[src/rtl/traffic_phase_sequencer.sv]
// Tick-timed traffic phase FSM producing the 2-bit lamp code for the decoder.
// Optional flashing-amber override enabled by defining TRAFFIC_FLASH_MODE_EN.
module traffic_phase_sequencer #(
    parameter int TICK_DIV        = 10,
    parameter int RED_TICKS       = 8,
    parameter int RED_YEL_TICKS   = 2,
    parameter int GREEN_MIN_TICKS = 6,
    parameter int GREEN_MAX_TICKS = 15,
    parameter int YEL_TICKS       = 3,
    parameter int DEB_CYCLES      = 4
) (
    input  logic clk,
    input  logic rstb,
    input  logic ped_req_raw,
    input  logic veh_sense,
`ifdef TRAFFIC_FLASH_MODE_EN
    input  logic flash_req,
`endif
    output logic out_a,
    output logic out_b,
    output logic phase_start,
    output logic ped_ack
);

    function automatic int max2(input int a, input int b);
        return (a > b) ? a : b;
    endfunction

    localparam int DIV_W   = (TICK_DIV > 1) ? $clog2(TICK_DIV) : 1;
    localparam int MAX_DUR = max2(max2(RED_TICKS, RED_YEL_TICKS),
                                  max2(GREEN_MAX_TICKS, YEL_TICKS));
    localparam int CNT_W   = (MAX_DUR > 0) ? $clog2(MAX_DUR + 1) : 1;
    localparam int DEB_W   = (DEB_CYCLES > 0) ? $clog2(DEB_CYCLES + 1) : 1;

    if (TICK_DIV < 1 || DEB_CYCLES < 1 || RED_TICKS < 1 ||
        RED_YEL_TICKS < 1 || GREEN_MIN_TICKS < 1 || YEL_TICKS < 1 ||
        GREEN_MAX_TICKS < GREEN_MIN_TICKS) begin : g_bad_cfg
        $error("traffic_phase_sequencer: illegal duration parameters");
    end

    typedef enum logic [1:0] {
        RED     = 2'b00,
        RED_YEL = 2'b01,
        GREEN   = 2'b10,
        YEL     = 2'b11
    } state_t;

    state_t             state, state_nx;
    logic [DIV_W-1:0]   div_cnt;
    logic [CNT_W-1:0]   phase_cnt, cnt_nx;
    logic [DEB_W-1:0]   deb_cnt;
    logic               tick, go;
    logic               ped_s1, ped_s2, ped_db, ped_db_q;
    logic               ped_rise, ped_pending;

    assign tick     = (div_cnt == DIV_W'(TICK_DIV - 1));
    assign ped_rise = ped_db & ~ped_db_q;

    always_ff @(posedge clk or negedge rstb) begin
        if (!rstb) begin
            div_cnt <= '0;
        end else if (tick) begin
            div_cnt <= '0;
        end else begin
            div_cnt <= div_cnt + 1'b1;
        end
    end

    // Debounce: accept a new level only after DEB_CYCLES clean mismatches
    always_ff @(posedge clk or negedge rstb) begin
        if (!rstb) begin
            ped_s1   <= 1'b0;
            ped_s2   <= 1'b0;
            ped_db   <= 1'b0;
            ped_db_q <= 1'b0;
            deb_cnt  <= '0;
        end else begin
            ped_s1   <= ped_req_raw;
            ped_s2   <= ped_s1;
            ped_db_q <= ped_db;
            if (ped_s2 != ped_db) begin
                if (deb_cnt == DEB_W'(DEB_CYCLES - 1)) begin
                    ped_db  <= ped_s2;
                    deb_cnt <= '0;
                end else begin
                    deb_cnt <= deb_cnt + 1'b1;
                end
            end else begin
                deb_cnt <= '0;
            end
        end
    end

    always_ff @(posedge clk or negedge rstb) begin
        if (!rstb) begin
            ped_pending <= 1'b0;
        end else if (ped_ack) begin
            ped_pending <= 1'b0;
        end else if (ped_rise) begin
            ped_pending <= 1'b1;
        end
    end

`ifdef TRAFFIC_FLASH_MODE_EN
    logic flash_s1, flash_sync, flash, flash_on;
    logic flash_nx, flash_on_nx;

    always_ff @(posedge clk or negedge rstb) begin
        if (!rstb) begin
            flash_s1   <= 1'b0;
            flash_sync <= 1'b0;
            flash      <= 1'b0;
            flash_on   <= 1'b0;
        end else begin
            flash_s1   <= flash_req;
            flash_sync <= flash_s1;
            flash      <= flash_nx;
            flash_on   <= flash_on_nx;
        end
    end
`endif

    always_ff @(posedge clk or negedge rstb) begin
        if (!rstb) begin
            state       <= RED;
            phase_cnt   <= '0;
            phase_start <= 1'b0;
        end else begin
            state       <= state_nx;
            phase_cnt   <= cnt_nx;
            phase_start <= go;
        end
    end

    always_comb begin
        state_nx = state;
        cnt_nx   = phase_cnt;
        go       = 1'b0;
`ifdef TRAFFIC_FLASH_MODE_EN
        flash_nx    = flash;
        flash_on_nx = flash_on;
`endif
        if (tick) begin
            cnt_nx = phase_cnt + 1'b1;
            unique case (state)
                RED: if (phase_cnt == CNT_W'(RED_TICKS - 1))
                    state_nx = RED_YEL;
                RED_YEL: if (phase_cnt == CNT_W'(RED_YEL_TICKS - 1))
                    state_nx = GREEN;
                GREEN: if (phase_cnt == CNT_W'(GREEN_MAX_TICKS - 1) ||
                           (phase_cnt >= CNT_W'(GREEN_MIN_TICKS - 1) &&
                            (ped_pending || !veh_sense)))
                    state_nx = YEL;
                YEL: if (phase_cnt == CNT_W'(YEL_TICKS - 1))
                    state_nx = RED;
            endcase
            go = (state_nx != state);
            if (go) cnt_nx = '0;
`ifdef TRAFFIC_FLASH_MODE_EN
            // Flash parks the FSM in RED so leaving it is a plain RED entry
            if (flash) begin
                state_nx = RED;
                cnt_nx   = '0;
                go       = 1'b1;
                if (flash_sync) flash_on_nx = ~flash_on;
                else            flash_nx    = 1'b0;
            end else if (flash_sync) begin
                state_nx    = RED;
                cnt_nx      = '0;
                go          = 1'b1;
                flash_nx    = 1'b1;
                flash_on_nx = 1'b1;
            end
`endif
        end
    end

    always_comb begin
        {out_a, out_b} = state;
        ped_ack = phase_start && (state == RED) && (ped_pending || ped_rise);
`ifdef TRAFFIC_FLASH_MODE_EN
        if (flash) begin
            {out_a, out_b} = {1'b0, flash_on};
            ped_ack        = 1'b0;
        end
`endif
    end

endmodule
[config.mk]
export PLATFORM = sky130hd
export DESIGN_NAME = traffic_phase_sequencer
export DESIGN_NICKNAME = d
export VERILOG_FILES = /design/src/rtl/traffic_phase_sequencer.sv
export SDC_FILE = /design/constraint.sdc
export NUM_CORES = 1
export LEC_CHECK = 0
export BUFFER_PORTS_ARGS = -buffer_cell sky130_fd_sc_hd__buf_4
export CORE_MARGIN = 4
export CORE_UTILIZATION = 50
export CTS_BUF_LIST = sky130_fd_sc_hd__clkbuf_16
export DETAILED_ROUTE_END_ITERATION = 12
export GPL_ROUTABILITY_DRIVEN = 0
export PLACE_DENSITY = 0.69
export SLEW_MARGIN = 30
export SYNTH_ARGS = -nofsm -noshare
export SYNTH_HDL_FRONTEND = slang
export SYNTH_SLANG_ARGS = --single-unit
[constraint.sdc]
create_clock -name clk -period 1.9 [get_ports clk]
set_input_delay 0.19 -clock clk [delete_from_list [all_inputs] [get_ports clk]]
set_output_delay 0.19 -clock clk [all_outputs]
set_load 0.01 [all_outputs]
Yosys cells after proc, flatten, opt, wreduce, memory -nomap -nowiden --
Cells that the tools add are included.
Storage, ports and cells: register bits 19, bits of input ports 4, output and inout bits 4, logic and storage cells 50
Cells by class: $add $sub $neg 3, magnitude comparators 1, equality and inequality tests 11, muxes and demuxes 13, bitwise operators 2, reduce and logical (&&, ||, !) cells 10
Operators by type and width (number):
- 2-to-1 mux 2 bit | 5
- adder 4 x 1 -> 4 bit (second input constant) | 2
- == test 4 bit (second input constant) | 2
- 2-to-1 mux 4 bit | 2
- case mux 2 bit (4 select lines) | 1
- 2-to-1 mux 3 bit | 2
- == test 2 bit (second input constant) | 2
- == test 4 x 1 -> 1 bit (second input constant) | 1
- == test 4 x 2 -> 1 bit (second input constant) | 1
- == test 4 x 3 -> 1 bit (second input constant) | 1
- greater-or-equal comparator 4 x 3 -> 1 bit (second input constant) | 1
- adder 3 x 1 -> 3 bit (second input constant) | 1
- == test 3 x 2 -> 1 bit (second input constant) | 1
- logical AND 1 bit | 3
- logical OR 1 bit | 3
- 2-to-1 mux 1 bit | 3
- == test 2 x 1 -> 1 bit (second input constant) | 1
- zero test 2 bit | 1
- != test 2 bit | 1
- AND reduction 2 bit | 1
- nonzero test 2 bit | 1
- bitwise AND 1 bit | 1
- zero test 1 bit | 1
- != test 1 bit | 1
- inverter 1 bit | 1

Depth between registers and ports, before layout --
Gate-level depths: netlist of run 1.
depth in word-level cells 9, gate-level depth with buffers 6, depth with buffers taken out 6

Worst setup path after synthesis of run 1 --
Ideal clock, no wire load.
path type register to register, start reg phase_cnt[0], end reg phase_start, library setup time 0.119 ns, arrival time 1.295 ns, required time 1.781 ns, setup slack 0.486 ns, stages on the path, launching flop included 7, path buffers 0, clock period less this slack 1.414 ns, path through dfrtp_1 inv_1 ha_1 and2_1 o211ai_2 nand2_1 o21a_1
Between the ends: word-level cells in the longest chain between the ends 8, elaborated cells on any way between the ends 15, classes of those cells order compare (1); eq/ne (5); mux (7); reduce/logical (2)
RTL lines:
- start: declaration | line 50 | logic [CNT_W-1:0] phase_cnt, cnt_nx;
- start signal: assignment | line 130 | phase_cnt <= cnt_nx;
- greater-or-equal comparator 4 x 3 -> 1 bit | line 151 | (phase_cnt >= CNT_W'(GREEN_MIN_TICKS - 1) &&
- logical AND 1 bit | line 151
- logical OR 1 bit | line 150 | GREEN: if (phase_cnt == CNT_W'(GREEN_MAX_TICKS - 1) ||
- 2-to-1 mux 2 bit | line 150
- case mux 2 bit (4 select lines) (*) | line 145 | unique case (state)
- 2-to-1 mux 2 bit (*) | line 143 | if (tick) begin
- != test 2 bit (*) | line 157 | go = (state_nx != state);
- 2-to-1 mux 1 bit (*) | line 143
- net go | line 52 | logic tick, go;
- end signal: assignment | line 131 | phase_start <= go;
- end: declaration | line 21 | output logic phase_start,
The timed path passes the listed nets; every way through them passes the cells marked *. The select of a mux whose other input is x is not followed. A chain may end at the register's enable or synchronous reset.

Worst setup path after layout of run 1 --
start reg phase_cnt[1], end reg phase_cnt[0]
Between the ends: word-level cells in the longest chain between the ends 8, elaborated cells on any way between the ends 15, classes of those cells order compare (1); eq/ne (5); mux (7); reduce/logical (2)
RTL lines:
- greater-or-equal comparator 4 x 3 -> 1 bit | line 151
- logical AND 1 bit | line 151
- logical OR 1 bit | line 150
- 2-to-1 mux 2 bit | line 150
- case mux 2 bit (4 select lines) (*) | line 145
- 2-to-1 mux 2 bit (*) | line 143
- != test 2 bit (*) | line 157
- 2-to-1 mux 4 bit (*) | line 158 | if (go) cnt_nx = '0;
Every way passes the cells marked *; elsewhere a longest branch is shown, timed or not. The select of a mux whose other input is x is not followed.

==> results of run 1 <==
critical path: stages, from the launching register on:
cell,delay [ns]
dfrtp_1,0.41
inv_1,0.11
ha_1,0.20
and3b_1,0.17
a31oi_1,0.05
o31ai_2,0.39
o22ai_1,0.15
final cells by class:
type | count | area share, %
Clock buffer | 3 | 6.56
Clock inverter | 1 | 0.656
Inverter | 7 | 2.30
Multi-Input combinational cell | 63 | 40.1
Sequential cell | 19 | 41.5
Tap cell | 25 | 2.73
Timing Repair Buffer | 9 | 6.12
timing repair:
action,in CTS,in global routing
endpoints found under the hold margin,19,0
endpoints found under the setup margin,0,0
hold buffers,1,0
final timing paths:
check,end,depth (start not counted)
max,phase_cnt[0],6
min,ped_s1,1
max reg2reg,phase_cnt[0],6
min reg2reg,ped_s2,0
max in group asynchronous,state[0],2
min in group asynchronous,ped_db_q,2
layer usage:
metal | track usage [%] | vias up | wire, um
li1 | - | 353 | -
met4 | 10.2 | 0 | 53
met1 | 20.2 | 347 | 860
met3 | 2.56 | 5 | 63
met5 | 0 | - | 0
met2 | 27.4 | 19 | 865
cell families after synthesis:
| logic type | synth area share, % |
|---|---|
| AOI/OAI and AO/OA | 16.1 |
| xor gates and xnor gates | 1.79 |
| buffers and inverters | 4.35 |
| and+or+nand+nor | 19.3 |
| adders and majority gates | 6.40 |
| DFF | 48.7 |
| muxes | 3.33 |
synth_stat cells (2+ instances only):
library cell / n / area, um^2
nor2b_1: 2 / 12.5
nand3_1: 3 / 15.0
nor3b_1: 2 / 15.0
ha_1: 5 / 62.6
nand2b_1: 3 / 18.8
o22ai_1: 3 / 18.8
nand2_1: 4 / 15.0
nand4_1: 3 / 18.8
mux2_2: 2 / 22.5
a21oi_1: 6 / 30.0
xnor2_1: 2 / 17.5
nor2_1: 4 / 15.0
a31oi_1: 3 / 18.8
inv_1: 7 / 26.3
o21ai_1: 2 / 10.0
dfrtp_1: 19 / 475
state kept, by name, summed over array words and instances, names as in the netlist:
| name | flops |
|---|---|
| ped_pending | 1 |
| deb_cnt | 3 |
| phase_cnt | 4 |
| ped_db_q | 1 |
| ped_s1 | 1 |
| ped_db | 1 |
| phase_start | 1 |
| ped_s2 | 1 |
| state | 2 |
| div_cnt | 4 |
per-stage QoR:
stage	utilization (%)	hold WS [ns]	power, W
detailed placement	59.0	0.0739	0.000555
global placement	59.0	0.0753	0.000549
floorplan	-	-0.106	0.000527
finish	64.2	0.0402	0.000986
CTS	64.2	0.0367	0.00100
global route	64.2	0.0382	0.00103
where the power goes:
part / internal (W) / switching (W) / total, W
clock network: 0.000284 / 0.000154 / 0.000438
logic: 0.0000420 / 0.0000373 / 0.0000792
registers: 0.000445 / 0.0000231 / 0.000468
==> results.cfg, run 1 <==
[outcome]
status = complete, no violations

[layout]
drive_gt1_share_pct = 16.7
diodes = 0
multi_input_area_um2 = 459
mostFrequentLayoutCell = dfrtp_1
num-fill-cells = 129
instances_no_fill = 127
area.growth.synth_to_final_pct = 17.2
final_cell_mix = 19 x dfrtp_1, 8 x buf_4, 7 x inv_1
seqCellArea_um2 = 475
fin_area_um2 = 1140
num-nets-final = 112

[worst_setup_path]
worstPathArrival_ns = 1.74
r2r_start = phase_cnt[1]
crit_path_end_kind = flop
r2r_setup_slack_ns = 0.27
path_class = reg -> reg
path_max_fanout = 5
crit_required_ns = 2.01
cp-start-kind = flop
crit_path_start = phase_cnt[1]

[sta]
setup_violations = 0
slew_headroom_pct = 71.8
hold_viol_final = 0
skew_ns = 0.00243
max_freq_mhz = 612
drv_slew = 0
worst_slew_pin_slew_ns = 0.421
fin_crit_ns = 1.63
worst_slack_ns = 0.267
rsz0062_at_grt = no
fin_setup_tns_ns = 0
period_share_pct = 86.0

[clock_tree]
clockRootBuffer = clkbuf_16
clkLatencyLatePin_ns = 0.25
cts_tree = built
cts.sinks = 19
cts_buffers = 3
clk_path_buf_depth = 2
cts_resized = 0
cts_setup_buffers = 0
htreeDepth = 1
clkTransAtPathRegs_ns = 0.05

[route]
routed-via-count = 724
routed_wl_mm = 1.84
viasPerCell = 5.70
drt-pass1-iter-count = 4
drt-initial-drc-count = 10
antenna_left = 0
post_drt_wl_per_cell_um = 14.5
drc = 0

[run]
drv_cap = 0

[synthesis]
synth.avg_cell_area_um2 = 10.7
ys_seq_area_share_pct = 48.7
synth_edf_count = 0
synthFlopType = dfrtp_1
syn_inst = 91
synth-seq-cells = 19
yosysWarnings = 0
synth_area_um2 = 977
syn_nets = 100
synth.distinct_cells = 37
ys_async_sr_fraction_pct = 100

[die]
die_h_um = 52.2
die_area_um2 = 2730
die_w_um = 52.2
ios = 8
core_area_um2 = 1780
start_util_pct = 54.8
rows = 15

[global_route]
grt_max_degree = 20
grt.total_usage_pct = 16.6
grt_pass1_vias = 757
grt_pass1_wl_mm = 3.31
overflow = 0
antenna_found_initial = 0

[power_and_ir_drop]
power_density_nw_per_um2 = 861
p_leak_nw = 0.551
ir_worst_vdd_mv = 0.700

[place]
placed_area_um2 = 1050
port_buffers = 7
dp_slack_ns = 0.302
post-dp-hpwl_mm = 1.26
dpl.cell_count = 122

[hold_path]
min_path_type = in -> reg
hold_start = ped_req_raw
(Power assumes the default switching activity.)
==> run 2, diff against run 1 <==
- GPL_TIMING_DRIVEN: not set -> 0
- TNS_END_PERCENT: not set -> 30
==> run 2 against run 1 <==
  * Die area stayed put
  * Critical path depth is the same
  * Non-clock buffer count grew 1
  * Setup slack worse by 0.016 ns
  * Critical path type unchanged
  * Sequential share of layout area down 0.23 points
  * Fmax decreased by 0.97%
  * Highest routed layer unchanged
  * Via count shrank 0.55%
  * Wire length fell by 6.0%
  * Clock power fell by 1%
  * Final area rose by 0.55%
  * Final cell count grew 0.79%
==> results.cfg, run 2 (synthesized netlist as in run 1, its figures left out) <==
[outcome]
status = complete, no violations

[die]
die_area_um2 = 2730
die_h_um = 52.2
ios = 8
core_area_um2 = 1780
start_util_pct = 54.8
rows = 15
die_w_um = 52.2

[run]
drv_cap = 0

[layout]
diodes = 0
num-nets-final = 113
drive_gt1_share_pct = 17.5
reg_top3 = div_cnt: 4 flops, phase_cnt: 4 flops, deb_cnt: 3 flops
num-fill-cells = 145
mostFrequentLayoutCell = dfrtp_1
area.growth.synth_to_final_pct = 17.8
postLayoutCoreUtil_pct = 64.6
final_cell_mix = 19 x dfrtp_1, 7 x inv_1, 7 x buf_4
fin_area_um2 = 1150

[power_and_ir_drop]
total_power_w = 0.000983
power_density_nw_per_um2 = 854
p_leak_nw = 0.559
ir_worst_vdd_mv = 0.744

[route]
routed_wl_mm = 1.73
antenna_left = 0
drt-pass1-iter-count = 4
drc = 0
post_drt_wl_per_cell_um = 13.5
drt-initial-drc-count = 15
routed-via-count = 720
viasPerCell = 5.63

[sta]
slew_headroom_pct = 71.1
skew_ns = 0.00252
rsz0062_at_grt = no
fin_crit_ns = 1.65
max_freq_mhz = 606
drv_slew = 0
hold_viol_final = 0
worst_slew_pin_slew_ns = 0.431
fin_hold_ws_ns = 0.0407
setup_violations = 0
fin_setup_tns_ns = 0
period_share_pct = 86.8

[clock_tree]
clk_path_buf_depth = 2
cts.sinks = 19
cts_resized = 0
clkLatencyLatePin_ns = 0.25
htreeDepth = 1
cts_buffers = 3
clockRootBuffer = clkbuf_16
cts_tree = built
clkTransAtPathRegs_ns = 0.05

[global_route]
grt.total_usage_pct = 16.2
antenna_found_initial = 0
grt_pass1_vias = 767
overflow = 0
grt_max_degree = 20
grt_pass1_wl_mm = 3.27

[place]
post-dp-hpwl_mm = 1.24
port_buffers = 7
placed_area_um2 = 1060

[hold_path]
min_path_type = in -> reg
hold_depth = 1

[worst_setup_path]
crit_required_ns = 2.01
cp-start-kind = flop
worstPathArrival_ns = 1.76
path_max_fanout = 5
crit_path_end_kind = flop
path_class = reg -> reg
r2r_cells = 6
==> run 2: cell types whose count changed in the layout (fill, tap and decap cells not counted) <==
cell / previous run / this run
buf_6: 0 / 1
clkinv_2: 0 / 1
clkinvlp_4: 1 / 0
buf_4: 8 / 7
buf_2: 0 / 1
==> run 2: worst paths after layout <==
kind / from / to / slack [ns]
worst max register to register: phase_cnt[1] / phase_cnt[1] / 0.25
min in group asynchronous: rstb / deb_cnt[1] / 0.35
worst max-delay path: phase_cnt[1] / phase_cnt[1] / 0.25
max in group asynchronous: rstb / state[0] / 1.35
worst min-delay path: ped_req_raw / ped_s1 / 0.04
worst min register to register: ped_s1 / ped_s2 / 0.35
==> run 2: what timing repair did <==
action / in CTS / in global routing
buffers inserted: 0 / 0
hold buffers: 1 / 0
hold endpoints to repair: 19 / 0
==> run 2: worst max-delay path, cell delays in order (launching register included) <==
cell and delay [ns]:
dfrtp_1 0.41, inv_1 0.12, ha_1 0.21, and3b_1 0.17
a31oi_1 0.05, o31ai_2 0.39, o22ai_1 0.16
==> run 2: layout make-up <==
class	instances	area [um^2]	share of cell area, %
buffer	2	16.3	1.41
clock buffer	3	75.1	6.52
clock inverter	1	5.00	0.435
inverter	7	26.3	2.28
multi-input combinational	63	459	39.9
sequential	19	475	41.3
tap	25	31.3	2.72
timing repair buffer	8	62.6	5.43
==> run 2: report_power, final <==
part,leakage [nW],total [W],switching [W],internal [W]
sequential,0.221,0.000470,0.0000244,0.000445
clock,0.0409,0.000433,0.000151,0.000282
combinational,0.297,0.0000799,0.0000372,0.0000427
==> run 2: through the flow <==
| step | worst slack, ns | std cells |
|---|---|---|
| after floorplan | 0.486 | 91 |
| after global placement | 0.270 | 123 |
| after detailed placement | 0.264 | 123 |
| after CTS | 0.250 | 128 |
| after global routing | 0.0585 | 128 |
| final | 0.251 | 128 |
==> run 2: layer usage <==
metal  GRT usage, %  wire [um]  up-vias
met5              0          0        -
met4           5.11         19        0
met3           4.27         94        3
met2           29.3        826       17
met1           18.3        792      343
li1               -          -      357
==> run 3, diff against run 2 <==
- CORE_UTILIZATION: 50 -> 56
- PLACE_DENSITY: 0.69 -> 0.75
==> run 3 against run 2 <==
  * Via count up 1.7%
  * First-iteration DRC count down 47%
  * Final area down 0.76%
  * Wire length down 1.4%
  * Total power down 0.65%
  * Critical path depth unchanged
  * Core utilization up 7.9 points
  * Register-to-register slack worse by 0.02 ns
  * Setup slack worse by 0.018 ns
  * Flip-flop and latch count unchanged
==> results.cfg, run 3 (synthesized netlist as in run 1, its figures left out) <==
[hold_path]
min_path_type = in -> reg
hold_start = ped_req_raw
hold_depth = 1
holdPathEnd = ped_s1

[worst_setup_path]
path_class = reg -> reg
reg2reg_to = phase_cnt[0]
crit_path_end_kind = flop
cp-start-kind = flop
worstPathArrival_ns = 1.77
crit_buf_inv = 1
crit_required_ns = 2.00
r2r_cells = 6
r2r_setup_slack_ns = 0.23
r2r_start = phase_cnt[1]
critPathSlowestCell = o31ai_2
slowest_delay_ns = 0.42
path_delay_family = compound AO/OA/AOI/OAI gates
path_cells = inv_1 -> ha_1 -> and3b_1 -> a31oi_1 -> o31ai_2 -> o22ai_1
path_max_fanout = 5

[route]
drt-initial-drc-count = 8
antenna_left = 0
routed-via-count = 732
drc = 0
viasPerCell = 6.15
routed_wl_mm = 1.71
post_drt_wl_per_cell_um = 14.4
drt-pass1-iter-count = 4

[clock_tree]
htreeDepth = 1
clk_path_buf_depth = 2
cts_resized = 0
clkLatencyLatePin_ns = 0.25
cts_tree = built
cts.sinks = 19
holdBufCountCts = 1
cts_setup_buffers = 0
clockRootBuffer = clkbuf_16
clkTransAtPathRegs_ns = 0.05
cts_buffers = 3

[die]
ios = 8
start_util_pct = 62.0
rows = 14
die_h_um = 49.8
die_w_um = 49.8
die_area_um2 = 2480
core_area_um2 = 1580

[global_route]
grt.total_usage_pct = 15.9
grt_max_degree = 20
grt_pass1_wl_mm = 3.06
antenna_found_initial = 0
overflow = 0
grt_pass1_vias = 724

[power_and_ir_drop]
power_density_nw_per_um2 = 855
total_power_w = 0.000977
p_leak_nw = 0.556
ir_worst_vdd_mv = 0.657

[layout]
reg_top3 = div_cnt: 4 flops, phase_cnt: 4 flops, deb_cnt: 3 flops
diodes = 0
mostFrequentLayoutCell = dfrtp_1
postLayoutCoreUtil_pct = 72.5
area.growth.synth_to_final_pct = 16.9
drive_gt1_share_pct = 17.5
num-nets-final = 113
final_cell_mix = 19 x dfrtp_1, 7 x inv_1, 7 x buf_4

[sta]
max_freq_mhz = 600
fin_hold_ws_ns = 0.0467
setup_violations = 0
fin_setup_tns_ns = 0
drv_slew = 0
fin_crit_ns = 1.67
worst_slew_pin_slew_ns = 0.467
period_share_pct = 87.8
hold_viol_final = 0
skew_ns = 0.000830
rsz0062_at_grt = no
slew_headroom_pct = 68.7

[run]
drv_cap = 0

[outcome]
status = complete, no violations

[place]
port_buffers = 7
post-dp-hpwl_mm = 1.21
==> run 3: report_power, final <==
group / internal, W / total [W] / switching (W)
Combinational: 0.0000421 / 0.0000761 / 0.0000341
Clock: 0.000284 / 0.000433 / 0.000149
Sequential: 0.000445 / 0.000468 / 0.0000228
==> run 3: area by class of cell <==
class	count	area, um^2
plain buffers	2	16.3
clock buffers	3	75.1
clock inverters	1	7.51
fillers	123	434
inverters	7	26.3
multi-input cells	63	459
flip-flops and latches	19	475
well taps	16	20.0
repair buffers	8	62.6
==> run 3: worst register-to-register path: stages, from the launching register on <==
cell,delay (ns)
dfrtp_1,0.41
inv_1,0.11
ha_1,0.22
and3b_1,0.17
a31oi_1,0.05
o31ai_2,0.42
o22ai_1,0.16
==> run 3: layer usage <==
metal  routed length (um)  vias to the layer above  global-route usage (%)
met1                  796                      355                    20.3
met5                    0                        -                       0
met3                   77                        2                    3.01
met2                  824                       17                    26.7
met4                   10                        0                    5.53
li1                     -                      358                       -
==> run 3: stage by stage <==
| stage | instances | cell area [um^2] | worst slack [ns] |
|---|---|---|---|
| 2_1_floorplan | 91 | 977 | 0.486 |
| 3_3_place_gp | 114 | 1050 | 0.273 |
| 3_5_place_dp | 114 | 1050 | 0.257 |
| 4_1_cts | 119 | 1140 | 0.239 |
| 5_1_grt | 119 | 1140 | 0.0853 |
| 6_report | 119 | 1140 | 0.232 |
==> run 3: worst max path at each step <==
| stage | end | cells after the start | start |
|---|---|---|---|
| CTS | phase_cnt[0] | 6 | phase_cnt[1] |
| detailed placement | phase_cnt[0] | 6 | phase_cnt[1] |
| global route | phase_cnt[1] | 6 | phase_cnt[1] |
| global placement | phase_cnt[1] | 6 | phase_cnt[1] |
| floorplan | phase_start | 6 | phase_cnt[0] |
| finish | phase_cnt[0] | 6 | phase_cnt[1] |
